**config.mk**
```make
export PLATFORM = sky130hd
export DESIGN_NAME = mem_writeback
export DESIGN_NICKNAME = d
export VERILOG_FILES = /design/src/rtl/mem_writeback_pkg.sv /design/src/rtl/mem_writeback_load_aligner.sv /design/src/rtl/mem_writeback.sv
export SDC_FILE = /design/constraint.sdc
export NUM_CORES = 1
export LEC_CHECK = 0
export CAP_MARGIN = 20
export CORE_MARGIN = 2
export CORE_UTILIZATION = 42
export DETAILED_ROUTE_END_ITERATION = 10
export GPL_TIMING_DRIVEN = 0
export PLACE_DENSITY_LB_ADDON = 0.05
export SLEW_MARGIN = 20
export SYNTH_ARGS = -nofsm -noshare
export SYNTH_HDL_FRONTEND = slang
export SYNTH_SLANG_ARGS = --single-unit
```
**constraint.sdc**
```tcl
create_clock -name clk_in -period 4.25 [get_ports clk_in]
set_clock_uncertainty 0.05 [all_clocks]
set_input_delay 0.85 -clock clk_in [delete_from_list [all_inputs] [get_ports clk_in]]
set_output_delay 0.85 -clock clk_in [all_outputs]
set_load 0.05 [all_outputs]
```
**src/rtl/mem_writeback_pkg.sv**
```systemverilog
`default_nettype none
// ============================================================================
// Module      : mem_writeback_pkg
// Description : Shared access-size and FSM state encodings for the MEM/WB stage.
// Revision    : 1.0 - initial release
// ============================================================================
package mem_writeback_pkg;

    localparam logic [1:0] SZ_NONE   = 2'b00;
    localparam logic [1:0] WORD      = 2'b01;
    localparam logic [1:0] HALFWORD  = 2'b10;
    localparam logic [1:0] BYTE      = 2'b11;

    localparam logic [0:0] MW_IDLE   = 1'b0;
    localparam logic [0:0] MW_ACCESS = 1'b1;

endpackage
`default_nettype wire

```
**src/rtl/mem_writeback_load_aligner.sv**
```systemverilog
`default_nettype none
// ============================================================================
// Module      : load_aligner
// Description : Selects the addressed big-endian lane and sign-extends it.
// Revision    : 1.0 - initial release
// ============================================================================
module load_aligner
    import mem_writeback_pkg::*;
(
    input  logic [31:0] rdata_in,
    input  logic [1:0]  size_in,
    input  logic [1:0]  offset_in,
    output logic [31:0] data_out
);

    logic [7:0]  w_byte;
    logic [15:0] w_half;

    always_comb begin
        w_byte   = 8'h00;
        w_half   = 16'h0000;
        data_out = rdata_in;
        case (offset_in)
            2'd0:    w_byte = rdata_in[31:24];
            2'd1:    w_byte = rdata_in[23:16];
            2'd2:    w_byte = rdata_in[15:8];
            default: w_byte = rdata_in[7:0];
        endcase
        w_half = offset_in[1] ? rdata_in[15:0] : rdata_in[31:16];
        case (size_in)
            BYTE:     data_out = {{24{w_byte[7]}}, w_byte};
            HALFWORD: data_out = {{16{w_half[15]}}, w_half};
            default:  data_out = rdata_in;
        endcase
    end

endmodule
`default_nettype wire

```
**src/rtl/mem_writeback.sv**
```systemverilog
`default_nettype none
// ============================================================================
// Module      : mem_writeback
// Description : MEM/WB pipeline stage: req/ack data-memory access and
//               registered register-file write port.
// Revision    : 1.0 - initial release
// ============================================================================
module mem_writeback
    import mem_writeback_pkg::*;
#(
    parameter int ADDR_W = 32
) (
    input  logic              clk_in,
    input  logic              rst_in,
    input  logic              EXMEM_valid_in,
    input  logic [31:0]       EXMEM_alu_result_in,
    input  logic [31:0]       EXMEM_b_in,
    input  logic [4:0]        EXMEM_reg_write_address_in,
    input  logic [1:0]        EXMEM_ctrl_mem_read_in,
    input  logic [1:0]        EXMEM_ctrl_mem_write_in,
    input  logic              EXMEM_ctrl_reg_write_in,
    input  logic              EXMEM_ctrl_mem_to_reg_in,
    output logic              stall_out,
    output logic              dmem_req_out,
    output logic              dmem_we_out,
    output logic [ADDR_W-1:0] dmem_addr_out,
    output logic [31:0]       dmem_wdata_out,
    output logic [3:0]        dmem_be_out,
    input  logic              dmem_ack_in,
    input  logic [31:0]       dmem_rdata_in,
    output logic [4:0]        WB_reg_write_address_out,
    output logic [31:0]       WB_reg_write_data_out,
    output logic              WB_ctrl_reg_write_out,
    output logic              misalign_out
);

    logic [0:0]  r_state, w_state_next;
    logic [1:0]  r_size, r_offset;
    logic [4:0]  r_dest;
    logic        r_reg_write, r_mem_to_reg;
    logic [31:0] r_alu;

    logic        w_is_write, w_mem_op, w_misaligned, w_start;
    logic [1:0]  w_size, w_offset;
    logic [3:0]  w_be;
    logic [31:0] w_wdata, w_load_data;

    // A nonzero store size wins over a simultaneous load size.
    assign w_is_write = (EXMEM_ctrl_mem_write_in != SZ_NONE);
    assign w_size     = w_is_write ? EXMEM_ctrl_mem_write_in : EXMEM_ctrl_mem_read_in;
    assign w_mem_op   = EXMEM_valid_in && (w_size != SZ_NONE);
    assign w_offset   = EXMEM_alu_result_in[1:0];
    assign w_misaligned = ((w_size == WORD) && (w_offset != 2'b00)) ||
                          ((w_size == HALFWORD) && w_offset[0]);
    assign w_start    = (r_state == MW_IDLE) && w_mem_op && !w_misaligned;

    assign stall_out  = w_start || ((r_state == MW_ACCESS) && !dmem_ack_in);

    always_comb begin
        w_be    = 4'b1111;
        w_wdata = EXMEM_b_in;
        case (w_size)
            BYTE: begin
                w_be    = 4'b1000 >> w_offset;
                w_wdata = {4{EXMEM_b_in[7:0]}};
            end
            HALFWORD: begin
                w_be    = w_offset[1] ? 4'b0011 : 4'b1100;
                w_wdata = {2{EXMEM_b_in[15:0]}};
            end
            default: ;
        endcase
    end

    always_comb begin
        w_state_next = r_state;
        case (r_state)
            MW_IDLE:   if (w_start) w_state_next = MW_ACCESS;
            default:   if (dmem_ack_in) w_state_next = MW_IDLE;
        endcase
    end

    always_ff @(posedge clk_in or posedge rst_in) begin
        if (rst_in) r_state <= MW_IDLE;
        else        r_state <= w_state_next;
    end

    load_aligner u_load_aligner (
        .rdata_in  (dmem_rdata_in),
        .size_in   (r_size),
        .offset_in (r_offset),
        .data_out  (w_load_data)
    );

    always_ff @(posedge clk_in or posedge rst_in) begin
        if (rst_in) begin
            dmem_req_out             <= 1'b0;
            dmem_we_out              <= 1'b0;
            dmem_addr_out            <= '0;
            dmem_wdata_out           <= 32'h0;
            dmem_be_out              <= 4'h0;
            WB_reg_write_address_out <= 5'd0;
            WB_reg_write_data_out    <= 32'h0;
            WB_ctrl_reg_write_out    <= 1'b0;
            misalign_out             <= 1'b0;
            r_size                   <= SZ_NONE;
            r_offset                 <= 2'b00;
            r_dest                   <= 5'd0;
            r_reg_write              <= 1'b0;
            r_mem_to_reg             <= 1'b0;
            r_alu                    <= 32'h0;
        end else if (r_state == MW_IDLE) begin
            misalign_out <= w_mem_op && w_misaligned;
            if (w_start) begin
                dmem_req_out          <= 1'b1;
                dmem_we_out           <= w_is_write;
                dmem_addr_out         <= {EXMEM_alu_result_in[ADDR_W-1:2], 2'b00};
                dmem_wdata_out        <= w_wdata;
                dmem_be_out           <= w_be;
                r_size                <= w_size;
                r_offset              <= w_offset;
                r_dest                <= EXMEM_reg_write_address_in;
                r_reg_write           <= EXMEM_ctrl_reg_write_in;
                r_mem_to_reg          <= EXMEM_ctrl_mem_to_reg_in;
                r_alu                 <= EXMEM_alu_result_in;
                WB_ctrl_reg_write_out <= 1'b0;
            end else begin
                WB_reg_write_address_out <= EXMEM_reg_write_address_in;
                WB_reg_write_data_out    <= EXMEM_alu_result_in;
                WB_ctrl_reg_write_out    <= EXMEM_valid_in && !w_mem_op &&
                                            EXMEM_ctrl_reg_write_in &&
                                            (EXMEM_reg_write_address_in != 5'd0);
            end
        end else begin
            misalign_out <= 1'b0;
            if (dmem_ack_in) begin
                dmem_req_out             <= 1'b0;
                WB_reg_write_address_out <= r_dest;
                WB_reg_write_data_out    <= r_mem_to_reg ? w_load_data : r_alu;
                WB_ctrl_reg_write_out    <= !dmem_we_out && r_reg_write && (r_dest != 5'd0);
            end else begin
                WB_ctrl_reg_write_out    <= 1'b0;
            end
        end
    end

endmodule
`default_nettype wire
```
==> reports/qor.log <==
[power] IR drop worst, VDD 0.300 mV
[clocking] clock net sink count 119
[synth] proportion of register bits with asynchronous set or reset after synthesis 100%
[timing] Hold Fails Final Rpt 0
[worst_setup_path] Worst setup EP type output pin
[synth] portion of the post-synthesis area used by sequential elements 46.3%
[place] detailed placement HPWL 16600 µm
[grt] global-route wire length before repair 34500 µm
[status] run status complete, no violations
[timing] upper clock frequency limit 0.267 GHz
[route] number of search-and-repair iterations in the first detailed-routing pass 5
[clocking] count of hold-fix buffers inserted at cts 0
[die] ports placed on the boundary 221
[layout] post-synthesis to final-layout area growth 47.5%
[die] Starting Density 42.7%
[layout] most common cell after layout, fill and taps aside clkdlybuf4s50_1
[route] DRC Markers 0
[layout] register area 2980 µm²
[layout] number of antenna repair diodes 0
[layout] multi-input gate area in the final layout 2910 µm²
[min_path] WHS Path Cells 2
[clocking] clock insertion delay at the later pin of the skew report 0.42 ns
[route] drt wl/cell 18.7 µm
[route] DRT Wirelength 21700 µm
[synth] post-synth design cell area 6440 µm²
[timing] Final setup violation count 0
[grt] initial antenna violation count 0
[worst_setup_path] Crit path arrival time 2.84 ns
[clocking] TritonCTS clock tree built
[clocking] library cell used as clock root buffer clkbuf_16
[timing] normalized max-slew margin 60.1%
[clocking] number of buffers created by CTS 17
[power] cell leakage power 4.22 nW
[worst_setup_path] Worst Setup Start Kind primary input
[place] weighted congestion at the end of routability-driven global placement 0.931
[die] horizontal die dimension 128 µm
[synth] unique cell type count in the Yosys netlist 56
[synth] ys flop type dfrtp_1
[synth] Post-Synthesis Cells 725
[min_path] path category of the worst min-delay check reg2reg
[worst_setup_path] critical path fanouts, max 10
[die] number of placement rows 45
[route] via-per-instance ratio 5.47
[place] count of input and output buffers 217
[worst_setup_path] number of cells on the worst reg-to-reg path 7
[synth] number of synthesized register bits 119
[synth] Post-synth EDFFs 0
[layout] leading cell types in the layout, fill and taps excluded 216 x clkdlybuf4s50_1, 181 x nand2_1, 119 x dfrtp_1
[route] Routed Antenna Nets 0
[layout] leading registers by flop count WB_reg_write_data_out (32), dmem_wdata_out (32), r_alu (31)
[clocking] worst-case clock buffer depth 2
[die] Vert. Die Dim 128 µm
[die] Core Region 15100 µm²
[power] pwr dens 616 nW/µm²
[timing] setup TNS after final layout 0 ns
[timing] transition time at the pin with the least slew margin 0.599 ns
[timing] period utilization 88.0%
[synth] Yosys warning total 0
[power] Overall Power 5.85 mW
[grt] vias in the first global route 6435
[grt] remaining global-route overflow 0
[layout] share of post-route cells with drive strength above 1 11.2%
[timing] minimum clock period after layout 3.74 ns
[clocking] CTS clock-pin slew for the worst setup and hold paths 0.06 ns
[grt] maximum number of pins on one net before global-route repair 66
[worst_setup_path] type of the worst setup path in2out
[worst_setup_path] Worst Path Required 3.35 ns
[layout] number of cells in the finished layout apart from fillers 1163
[timing] count of pins over their slew limit 0
[place] Inst Count DP 1132
[timing] setup repair after global routing missed its margin false
[clocking] depth of the CTS H-tree 4
[die] total die area 16300 µm²
[route] vias after detailed routing 6360
[synth] Avg Cell Area, Syn 8.88 µm²
[clocking] Post CTS Setup Buffer Count 0
[layout] final net count 1074
[route] initial detailed-routing violation count 438
[grt] all-layer global routing usage 27.3%
[layout] count of filler cells inserted in the layout 1294
[run] Max Cap Violations 0
[stage by stage]
step | utilization, % | setup WS [ns] | hold WS [ns] | cell area (µm²)
finish | 62.9 | 0.511 | 0.427 | 9490
global route | 62.9 | 0.372 | 0.452 | 9490
CTS | 62.9 | 0.124 | 0.428 | 9490
detailed placement | 58.9 | 0.126 | 0.413 | 8880
global placement | 58.6 | -1.55 | 0.412 | 8850
floorplan | - | 0.193 | 0.396 | 6440
[critical path, cell delays in order]
cell and delay, ns:
clkdlybuf4s50_1 0.52, nand2b_4 0.21, a31oi_1 0.29, o21a_1 0.17, buf_6 0.14, a21oi_4 0.05, inv_2 0.15, dlymetal6s2s_1 0.45
[cell usage after synthesis (9+ instances only)]
| cell | n | area, µm² |
|---|---|---|
| a21o_1 | 11 | 82.6 |
| clkbuf_1 | 26 | 97.6 |
| o32a_1 | 17 | 170 |
| buf_2 | 19 | 95.1 |
| a31oi_1 | 35 | 219 |
| a32o_1 | 9 | 90.1 |
| nand2b_1 | 20 | 125 |
| nand2_1 | 181 | 679 |
| buf_4 | 39 | 293 |
| dfrtp_1 | 119 | 2980 |
| mux2i_1 | 24 | 240 |
| o21ai_0 | 33 | 165 |
| inv_1 | 9 | 33.8 |
| nor2_1 | 78 | 293 |
| a21oi_1 | 13 | 65.1 |
[power by group]
part | internal (mW) | switching, mW
Combinational | 1.00 | 1.72
Sequential | 1.43 | 0.197
Clock | 0.981 | 0.516
Total | 3.41 | 2.44
[per-layer routing]
metal	up-vias	global-route usage (%)	share of wire, %
li1	2993	-	-
met1	3038	33.7	41
met2	283	45.2	48
met3	46	8.14	8.3
met4	0	10.7	2.4
met5	-	0	0
[worst paths after layout]
path                                            start                       end  slack (ns)
min                                       r_reg_write               r_reg_write        0.43
max in group asynchronous                      rst_in                 r_alu[28]        2.60
max reg2reg                                   r_state  WB_reg_write_data_out[8]        2.02
max                        EXMEM_ctrl_mem_write_in[0]                 stall_out        0.51
min in group asynchronous                      rst_in  WB_reg_write_data_out[2]        0.85
min reg2reg                               r_reg_write               r_reg_write        0.43
[kinds of logic (layout without fill, tap and decap cells)]
kind of cell / count (synthesis) / in the layout / share of synthesized area (%)
AO/OA/AOI/OAI: 183 / 183 / 21.7
XOR/XNOR: 2 / 2 / 0.272
buffers and inverters: 98 / 347 / 8.59
flip-flops: 119 / 119 / 46.3
multiplexers: 26 / 26 / 4.26
other: 1 / 2 / 0.0583
AND/OR/NAND/NOR: 296 / 296 / 18.8
[what timing repair did]
| action | in CTS | in global routing |
|---|---|---|
| endpoints found under the hold margin | 0 | 0 |
| resized for setup | 0 | 1 |
| setup endpoints to repair | 0 | 1 |
[cell type report]
class / count / area share [%]
flip-flops and latches: 119 / 31.4
multi-input cells: 509 / 30.7
repair buffers: 218 / 23.2
plain buffers: 87 / 5.39
clock buffers: 24 / 5.18
well taps: 188 / 2.48
clock inverters: 7 / 1.24
inverters: 11 / 0.488
Note: power is estimated with default switching activity, not from simulation.
